==> src/rtl/instr_exec_reader_if.sv <==
// Bundle between a run controller / instruction store and the instruction
// reader-executor: run request, instruction read port, result handshake.
interface instr_exec_reader_if #(
   parameter int ADDR_W = 5,
   parameter int OPND_W = 32
);
   logic                       start;
   logic [ADDR_W-1:0]          start_addr;
   logic [ADDR_W:0]            count;
   logic [ADDR_W-1:0]          read_pointer;
   logic [3+2*OPND_W:0]        instruction_word;
   logic signed [2*OPND_W-1:0] result;
   logic [ADDR_W-1:0]          result_addr;
   logic                       result_err;
   logic                       result_valid;
   logic                       result_ready;
   logic                       busy;
   logic                       done;

   modport master (
      output start, start_addr, count, instruction_word, result_ready,
      input  read_pointer, result, result_addr, result_err, result_valid,
             busy, done
   );

   modport slave (
      input  start, start_addr, count, instruction_word, result_ready,
      output read_pointer, result, result_addr, result_err, result_valid,
             busy, done
   );
endinterface

==> src/rtl/instr_exec_reader.sv <==
// Walks a run of instruction-register entries, executing one opcode per entry.
// Optional macro EXEC_MULDIV_EN enables MULT/DIV/MOD (opcodes 5-7).
module instr_exec_reader #(
   parameter int ADDR_W = 5,
   parameter int OPND_W = 32
) (
   input  logic                 clk,
   input  logic                 reset,
   instr_exec_reader_if.slave   bus
);
   localparam int RES_W = 2 * OPND_W;
   localparam logic [ADDR_W-1:0] ADDR_ONE = 1;
   localparam logic [ADDR_W:0]   CNT_ONE  = 1;
   localparam logic [ADDR_W:0]   CNT_ZERO = 0;

   typedef enum logic [1:0] {IDLE, FETCH, EXEC, OUT} state_t;

   state_t                  state_reg, state_next;
   logic [ADDR_W-1:0]       addr_reg;
   logic [ADDR_W:0]         rem_reg;
   logic [3+RES_W:0]        instr_reg;
   logic signed [RES_W-1:0] result_reg, result_next;
   logic [ADDR_W-1:0]       result_addr_reg;
   logic                    err_reg, err_next;
   logic                    done_reg;

   logic start_run, start_empty, fetch_en, exec_en, out_fire, last_entry;
   logic [3:0]              opcode;
   logic signed [RES_W-1:0] a_ext, b_ext;

   // State register
   always_ff @(posedge clk) begin
      if (reset) state_reg <= IDLE;
      else       state_reg <= state_next;
   end

   assign last_entry = (rem_reg == CNT_ONE);

   // Next-state logic; start is only honoured from IDLE
   always_comb begin
      state_next = state_reg;
      case (state_reg)
         IDLE:  if (bus.start && bus.count != CNT_ZERO) state_next = FETCH;
         FETCH: state_next = EXEC;
         EXEC:  state_next = OUT;
         OUT:   if (bus.result_ready) state_next = last_entry ? IDLE : FETCH;
         default: state_next = IDLE;
      endcase
   end

   // Output / strobe decode
   always_comb begin
      bus.busy         = (state_reg != IDLE);
      bus.result_valid = (state_reg == OUT);
      start_run        = (state_reg == IDLE) && bus.start && (bus.count != CNT_ZERO);
      start_empty      = (state_reg == IDLE) && bus.start && (bus.count == CNT_ZERO);
      fetch_en         = (state_reg == FETCH);
      exec_en          = (state_reg == EXEC);
      out_fire         = (state_reg == OUT) && bus.result_ready;
   end

   assign opcode = instr_reg[3+RES_W -: 4];
   assign a_ext  = {{OPND_W{instr_reg[RES_W-1]}}, instr_reg[RES_W-1:OPND_W]};
   assign b_ext  = {{OPND_W{instr_reg[OPND_W-1]}}, instr_reg[OPND_W-1:0]};

   always_comb begin
      result_next = '0;
      err_next    = 1'b0;
      case (opcode)
         4'd0: result_next = '0;
         4'd1: result_next = a_ext;
         4'd2: result_next = b_ext;
         4'd3: result_next = a_ext + b_ext;
         4'd4: result_next = a_ext - b_ext;
`ifdef EXEC_MULDIV_EN
         // Operands are sign-extended first, so the 2*OPND_W product is exact
         4'd5: result_next = a_ext * b_ext;
         4'd6: begin
            if (b_ext == '0) err_next = 1'b1;
            else             result_next = a_ext / b_ext;
         end
         4'd7: begin
            if (b_ext == '0) err_next = 1'b1;
            else             result_next = a_ext % b_ext;
         end
`endif
         default: err_next = 1'b1;
      endcase
   end

   // Run bookkeeping and result registers
   always_ff @(posedge clk) begin
      if (reset) begin
         addr_reg        <= '0;
         rem_reg         <= '0;
         instr_reg       <= '0;
         result_reg      <= '0;
         result_addr_reg <= '0;
         err_reg         <= 1'b0;
         done_reg        <= 1'b0;
      end else begin
         done_reg <= start_empty || (out_fire && last_entry);
         if (start_run) begin
            addr_reg <= bus.start_addr;
            rem_reg  <= bus.count;
         end else if (out_fire) begin
            rem_reg <= rem_reg - CNT_ONE;
            if (!last_entry) addr_reg <= addr_reg + ADDR_ONE;
         end
         if (fetch_en) instr_reg <= bus.instruction_word;
         if (exec_en) begin
            result_reg      <= result_next;
            result_addr_reg <= addr_reg;
            err_reg         <= err_next;
         end
      end
   end

   assign bus.read_pointer = addr_reg;
   assign bus.result       = result_reg;
   assign bus.result_addr  = result_addr_reg;
   assign bus.result_err   = err_reg;
   assign bus.done         = done_reg;
endmodule

==> src/flat_wrapper.sv <==
// flat-port wrapper written by rule: the top's interface ports become plain ports
module instr_exec_reader_flat 
#(
   parameter int ADDR_W = 5,
   parameter int OPND_W = 32
)
  (clk, reset, bus_start, bus_start_addr, bus_count, bus_instruction_word, bus_result_ready, bus_read_pointer, bus_result, bus_result_addr, bus_result_err, bus_result_valid, bus_busy, bus_done);
  instr_exec_reader_if #(.ADDR_W(ADDR_W), .OPND_W(OPND_W)) bus_i ();
  input  logic clk;
  input  logic reset;
  input wire logic [$bits(bus_i.start)-1:0] bus_start;
  input wire logic [$bits(bus_i.start_addr)-1:0] bus_start_addr;
  input wire logic [$bits(bus_i.count)-1:0] bus_count;
  input wire logic [$bits(bus_i.instruction_word)-1:0] bus_instruction_word;
  input wire logic [$bits(bus_i.result_ready)-1:0] bus_result_ready;
  output wire logic [$bits(bus_i.read_pointer)-1:0] bus_read_pointer;
  output wire logic [$bits(bus_i.result)-1:0] bus_result;
  output wire logic [$bits(bus_i.result_addr)-1:0] bus_result_addr;
  output wire logic [$bits(bus_i.result_err)-1:0] bus_result_err;
  output wire logic [$bits(bus_i.result_valid)-1:0] bus_result_valid;
  output wire logic [$bits(bus_i.busy)-1:0] bus_busy;
  output wire logic [$bits(bus_i.done)-1:0] bus_done;
  assign bus_i.start = bus_start;
  assign bus_i.start_addr = bus_start_addr;
  assign bus_i.count = bus_count;
  assign bus_i.instruction_word = bus_instruction_word;
  assign bus_i.result_ready = bus_result_ready;
  assign bus_read_pointer = bus_i.read_pointer;
  assign bus_result = bus_i.result;
  assign bus_result_addr = bus_i.result_addr;
  assign bus_result_err = bus_i.result_err;
  assign bus_result_valid = bus_i.result_valid;
  assign bus_busy = bus_i.busy;
  assign bus_done = bus_i.done;
  instr_exec_reader #(.ADDR_W(ADDR_W), .OPND_W(OPND_W)) u_core (.clk(clk), .reset(reset), .bus(bus_i));
endmodule
==> config.mk <==
export PLATFORM = sky130hd
export DESIGN_NAME = instr_exec_reader_flat
export DESIGN_NICKNAME = d
export VERILOG_FILES = /design/src/rtl/instr_exec_reader_if.sv /design/src/rtl/instr_exec_reader.sv /design/src/flat_wrapper.sv
export SDC_FILE = /design/constraint.sdc
export NUM_CORES = 1
export LEC_CHECK = 0
export ABC_AREA = 1
export BUFFER_PORTS_ARGS = -buffer_cell sky130_fd_sc_hd__buf_2
export CORE_UTILIZATION = 52
export CTS_CLUSTER_SIZE = 10
export DETAILED_ROUTE_END_ITERATION = 6
export PLACE_DENSITY = 0.76
export SKIP_CTS_REPAIR_TIMING = 1
export SLEW_MARGIN = 0
export SYNTH_ARGS = -nofsm -noshare
export SYNTH_HDL_FRONTEND = slang
export SYNTH_SLANG_ARGS = --single-unit
==> constraint.sdc <==
create_clock -name clk -period 3.3 [get_ports clk]
set_clock_uncertainty 0.1 [all_clocks]
set_input_delay 0.495 -clock clk [delete_from_list [all_inputs] [get_ports clk]]
set_output_delay 0.495 -clock clk [all_outputs]
set_load 0.1 [all_outputs]
==> run summary <==
The logs give 714 for the violation count after the first detailed-routing iteration and 1331 for the post-synthesis instance total. In the synthesized netlist the dominant register cell turns out to be sky130_fd_sc_hd__dfxtp_1. The run gives 4 as the maximum level of the CTS H-tree. The flow ran to the end, and the final reports show no timing, DRC or antenna violations.

STA classifies the critical path endpoint as a flip-flop. The total half-perimeter wirelength after legalization and detailed placement came out at 19.1 mm. Combinational logic is responsible for 68.1% of the overall power. Global routing used 31.3% of the available tracks. Setup repair after global routing could not meet its margin everywhere. The die is 129 µm tall. The post-placement cell area is 0.00924 mm².

The number of fillers in the final layout is 1400, and the transition at the pin with the smallest max-transition slack is 1.09 ns. Of all flip-flops after synthesis, the portion carrying an async set or reset was 0%. The number of antenna violations at the first check in global routing is 0, and the power per cell area is 1270 mW/mm². Among cell families on the critical path, the largest total delay comes from simple AND/OR/NAND/NOR gates. At the worst endpoint, the arrival time is 3.47 ns. TritonCTS built the clock tree. The register with the most flip-flops in the layout has 68 of them.

The slowest stage of the critical path is the sky130_fd_sc_hd__dfxtp_1 cell. Via count of the first global-routing pass: 8340. The number of buffer and inverter stages on the critical path was 1. The floorplan step set the die width to 129 µm. The last weighted congestion value of the routability-driven placer came out at 0.973. Global routing finished with a remaining overflow of 0.

After clock tree synthesis, the clock-pin slew on the worst setup and hold paths is 0.06 ns. The max-slew violation count is 0, and the number of flops mapped to enable cells by yosys is 0. The run gives 46 as the number of library cell types mapped by synthesis. Clock tree synthesis selected as its root buffer the cell sky130_fd_sc_hd__clkbuf_16.

By area the synthesized netlist is led by sky130_fd_sc_hd__dfxtp_1 29%, sky130_fd_sc_hd__nand2_1 16%, sky130_fd_sc_hd__nor2_1 7.6%. After floorplanning, the core was sized to cover 0.0154 mm². After the flow finishes, the layout carries non-filler instances totaling 1695. The worst path needs 3.29 ns of the cycle, external delays included.

For flop-to-flop paths, the worst setup slack is 0.01 ns. The tools report the startpoint type of the worst setup path as a flip-flop. The number of clock sinks was 121; the total number of placement rows was 45. For the share of power burned in registers, the log shows 17.8%. The internal portion of the total power is 6120 µW. Net switching is 53.7% of the power. Summed over all cells, the static leakage comes to 0.00519 µW. The tools report the residual DRC count as 0.

The signal on the critical path passes through nor2_1 > nand4_1 > nor3_4 > nand4_1 > o21ai_2 > xor2_1 > inv_1 > ha_4 > nand2_1 > nor2_2 > nand2_2 > nor2_2 > nand2_2 > nand2_1 > nand2_1 > nand3_2 > nand2_1 > nand2_1 > a21oi_2. The most common cell in the synthesized netlist is sky130_fd_sc_hd__nand2_1. The final routed wire length divided by cell count is 15.6 µm, and the data required time at the worst endpoint is 3.48 ns. The detailed router placed 9067 vias in this run. The register bit total from synthesis was 121. Max-cap violations in this run came to 0.

The first global-routing pass estimated 40.4 mm of wire. Area of the die: 0.0165 mm². Of all cell types, the one taking the most synthesized area is sky130_fd_sc_hd__dfxtp_1. Number of port buffers: 160. Dividing the detail-routed via count by the number of cells gives 5.35.

After layout, the design draws a total of 13200 µW. The first TritonRoute pass finished after 5 iterations. Along the worst path, the maximum fanout reaches 5. The power spent charging and discharging nets was 7100 µW.

The layout cell share with drive strength beyond 1 came out at 25.3%. The initial core utilization is 54.0%. The tightest hold margin is 0.187 ns, and the aggregate routed wire length is 26.4 mm. The mean post-synth cell area was 6.26 µm²; the largest net degree at the start of global routing was 105.

At the end of the flow, the number of nets in the layout was 1599. The tools report the portion of total power attributed to the clock network as 14.1%. Library cell appearing most often on the critical path: sky130_fd_sc_hd__nand2_1. During synthesis, Yosys emitted a total of 0 warnings. For this run, the top clock speed supported by timing is 304 MHz.

Worst min-delay path category: in2reg. Counting instances in the post-synthesis netlist gives the leading cell types as 346 x sky130_fd_sc_hd__nand2_1, 169 x sky130_fd_sc_hd__nor2_1, 159 x sky130_fd_sc_hd__inv_1, 121 x sky130_fd_sc_hd__dfxtp_1, 111 x sky130_fd_sc_hd__a21oi_1. The critical path is of the reg2reg type. The total I/O pin count is 161, and the critical path's largest stage delay is 0.36 ns. The number of hold-slack violations in the final timing report is 0. For the post-synthesis net count, the log shows 1456. The count of nets left with antenna violations once routing finished came out at 0. The logs give 27.6% for the worst relative slew slack and 2 for the deepest clock path buffer count.

Area share of the largest cell type after synthesis: 29.1%. The TritonCTS buffer count is 17. VDD sags by at most 0.753 mV. The final cell area excluding filler cells is 0.0104 mm², and the final setup violation count is 0.

The later pin in the worst-skew pair is clocked with a latency of 0.43 ns. Compared with the post-synthesis result, the final layout area differs by 24.5%. The count of antenna diodes in the layout was 0. Of the available clock period, the critical path in the final layout requires 99.7%. The cell count after placement is 1659. Summing every instance area after synthesis gives 0.00834 mm². For this run, the register share of the synthesized area comes to 29.1%.
[layer usage]
layer  GRT usage (%)  share of wire [%]  vias up
li1                -                  -     4540
met1            39.5                 43     4127
met2            52.8                 47      330
met3            5.07                6.2       70
met4            13.8                3.8        0
met5               0                  0        -
[layout make-up]
cell class	count	area, µm²	area share [%]
clock buffer	20	447	4.30
sequential	121	2430	23.4
tap	211	264	2.54
timing repair buffer	201	1130	10.9
multi-input combinational	968	5370	51.7
clock inverter	9	126	1.22
inverter	165	619	5.97
[worst min-delay path, stage by stage]
cell and delay (ns):
sky130_fd_sc_hd__buf_2 0.07, sky130_fd_sc_hd__nor2_1 0.03, sky130_fd_sc_hd__nor2_1 0.08
[power by group through the flow]
| stage | registers (µW) | logic [µW] | clock network (µW) |
|---|---|---|---|
| 3_3_place_gp | 2330 | 7590 | 0 |
| 2_1_floorplan | 2840 | 5260 | 0 |
| 6_report | 2360 | 9000 | 1860 |
| 4_1_cts | 2310 | 7730 | 1870 |
| 3_5_place_dp | 2330 | 7670 | 0 |
| 5_1_grt | 2410 | 9820 | 1940 |
[cell usage in the layout (no fill, tap or decap), types with 14 or more instances in the layout]
cell / n
sky130_fd_sc_hd__a21oi_2: 23
sky130_fd_sc_hd__xor2_1: 31
sky130_fd_sc_hd__o21ai_0: 93
sky130_fd_sc_hd__a21oi_1: 93
sky130_fd_sc_hd__dfxtp_1: 118
sky130_fd_sc_hd__ha_1: 26
sky130_fd_sc_hd__buf_2: 160
sky130_fd_sc_hd__buf_4: 38
sky130_fd_sc_hd__inv_1: 151
sky130_fd_sc_hd__nor2_1: 144
sky130_fd_sc_hd__inv_2: 14
sky130_fd_sc_hd__nand2_1: 315
sky130_fd_sc_hd__nor2_2: 16
sky130_fd_sc_hd__clkbuf_16: 17
sky130_fd_sc_hd__nand3_1: 62
sky130_fd_sc_hd__nand2_2: 25
[final timing paths]
kind                            depth (start not counted)                      from                     to
worst max-delay path                                   19       u_core.instr_reg[9]  u_core.bus.result[29]
worst min-delay path                                    3  bus_instruction_word[43]   u_core.instr_reg[43]
worst max register to register                         19       u_core.instr_reg[9]  u_core.bus.result[29]
worst min register to register                          2     u_core.bus.result[10]  u_core.bus.result[10]
[per-stage QoR]
step | worst slack [ns] | util [%] | TNS (ns)
finish | 0.00975 | 67.3 | 0
CTS | -0.145 | 63.6 | -0.501
global route | -0.143 | 67.3 | -1.14
detailed placement | -0.103 | 59.9 | -0.277
global placement | -0.0526 | 59.9 | -0.0876
floorplan | 0.468 | - | 0
[cells by family after synthesis]
| family | after synthesis | share of synthesized area (%) |
|---|---|---|
| compound gates | 269 | 17.8 |
| xor+xnor | 34 | 3.57 |
| fa+ha+maj | 42 | 6.39 |
| buf+inv | 242 | 12.5 |
| flops | 121 | 29.1 |
| simple gates | 623 | 30.6 |
Note: power is estimated with default switching activity, not from simulation.
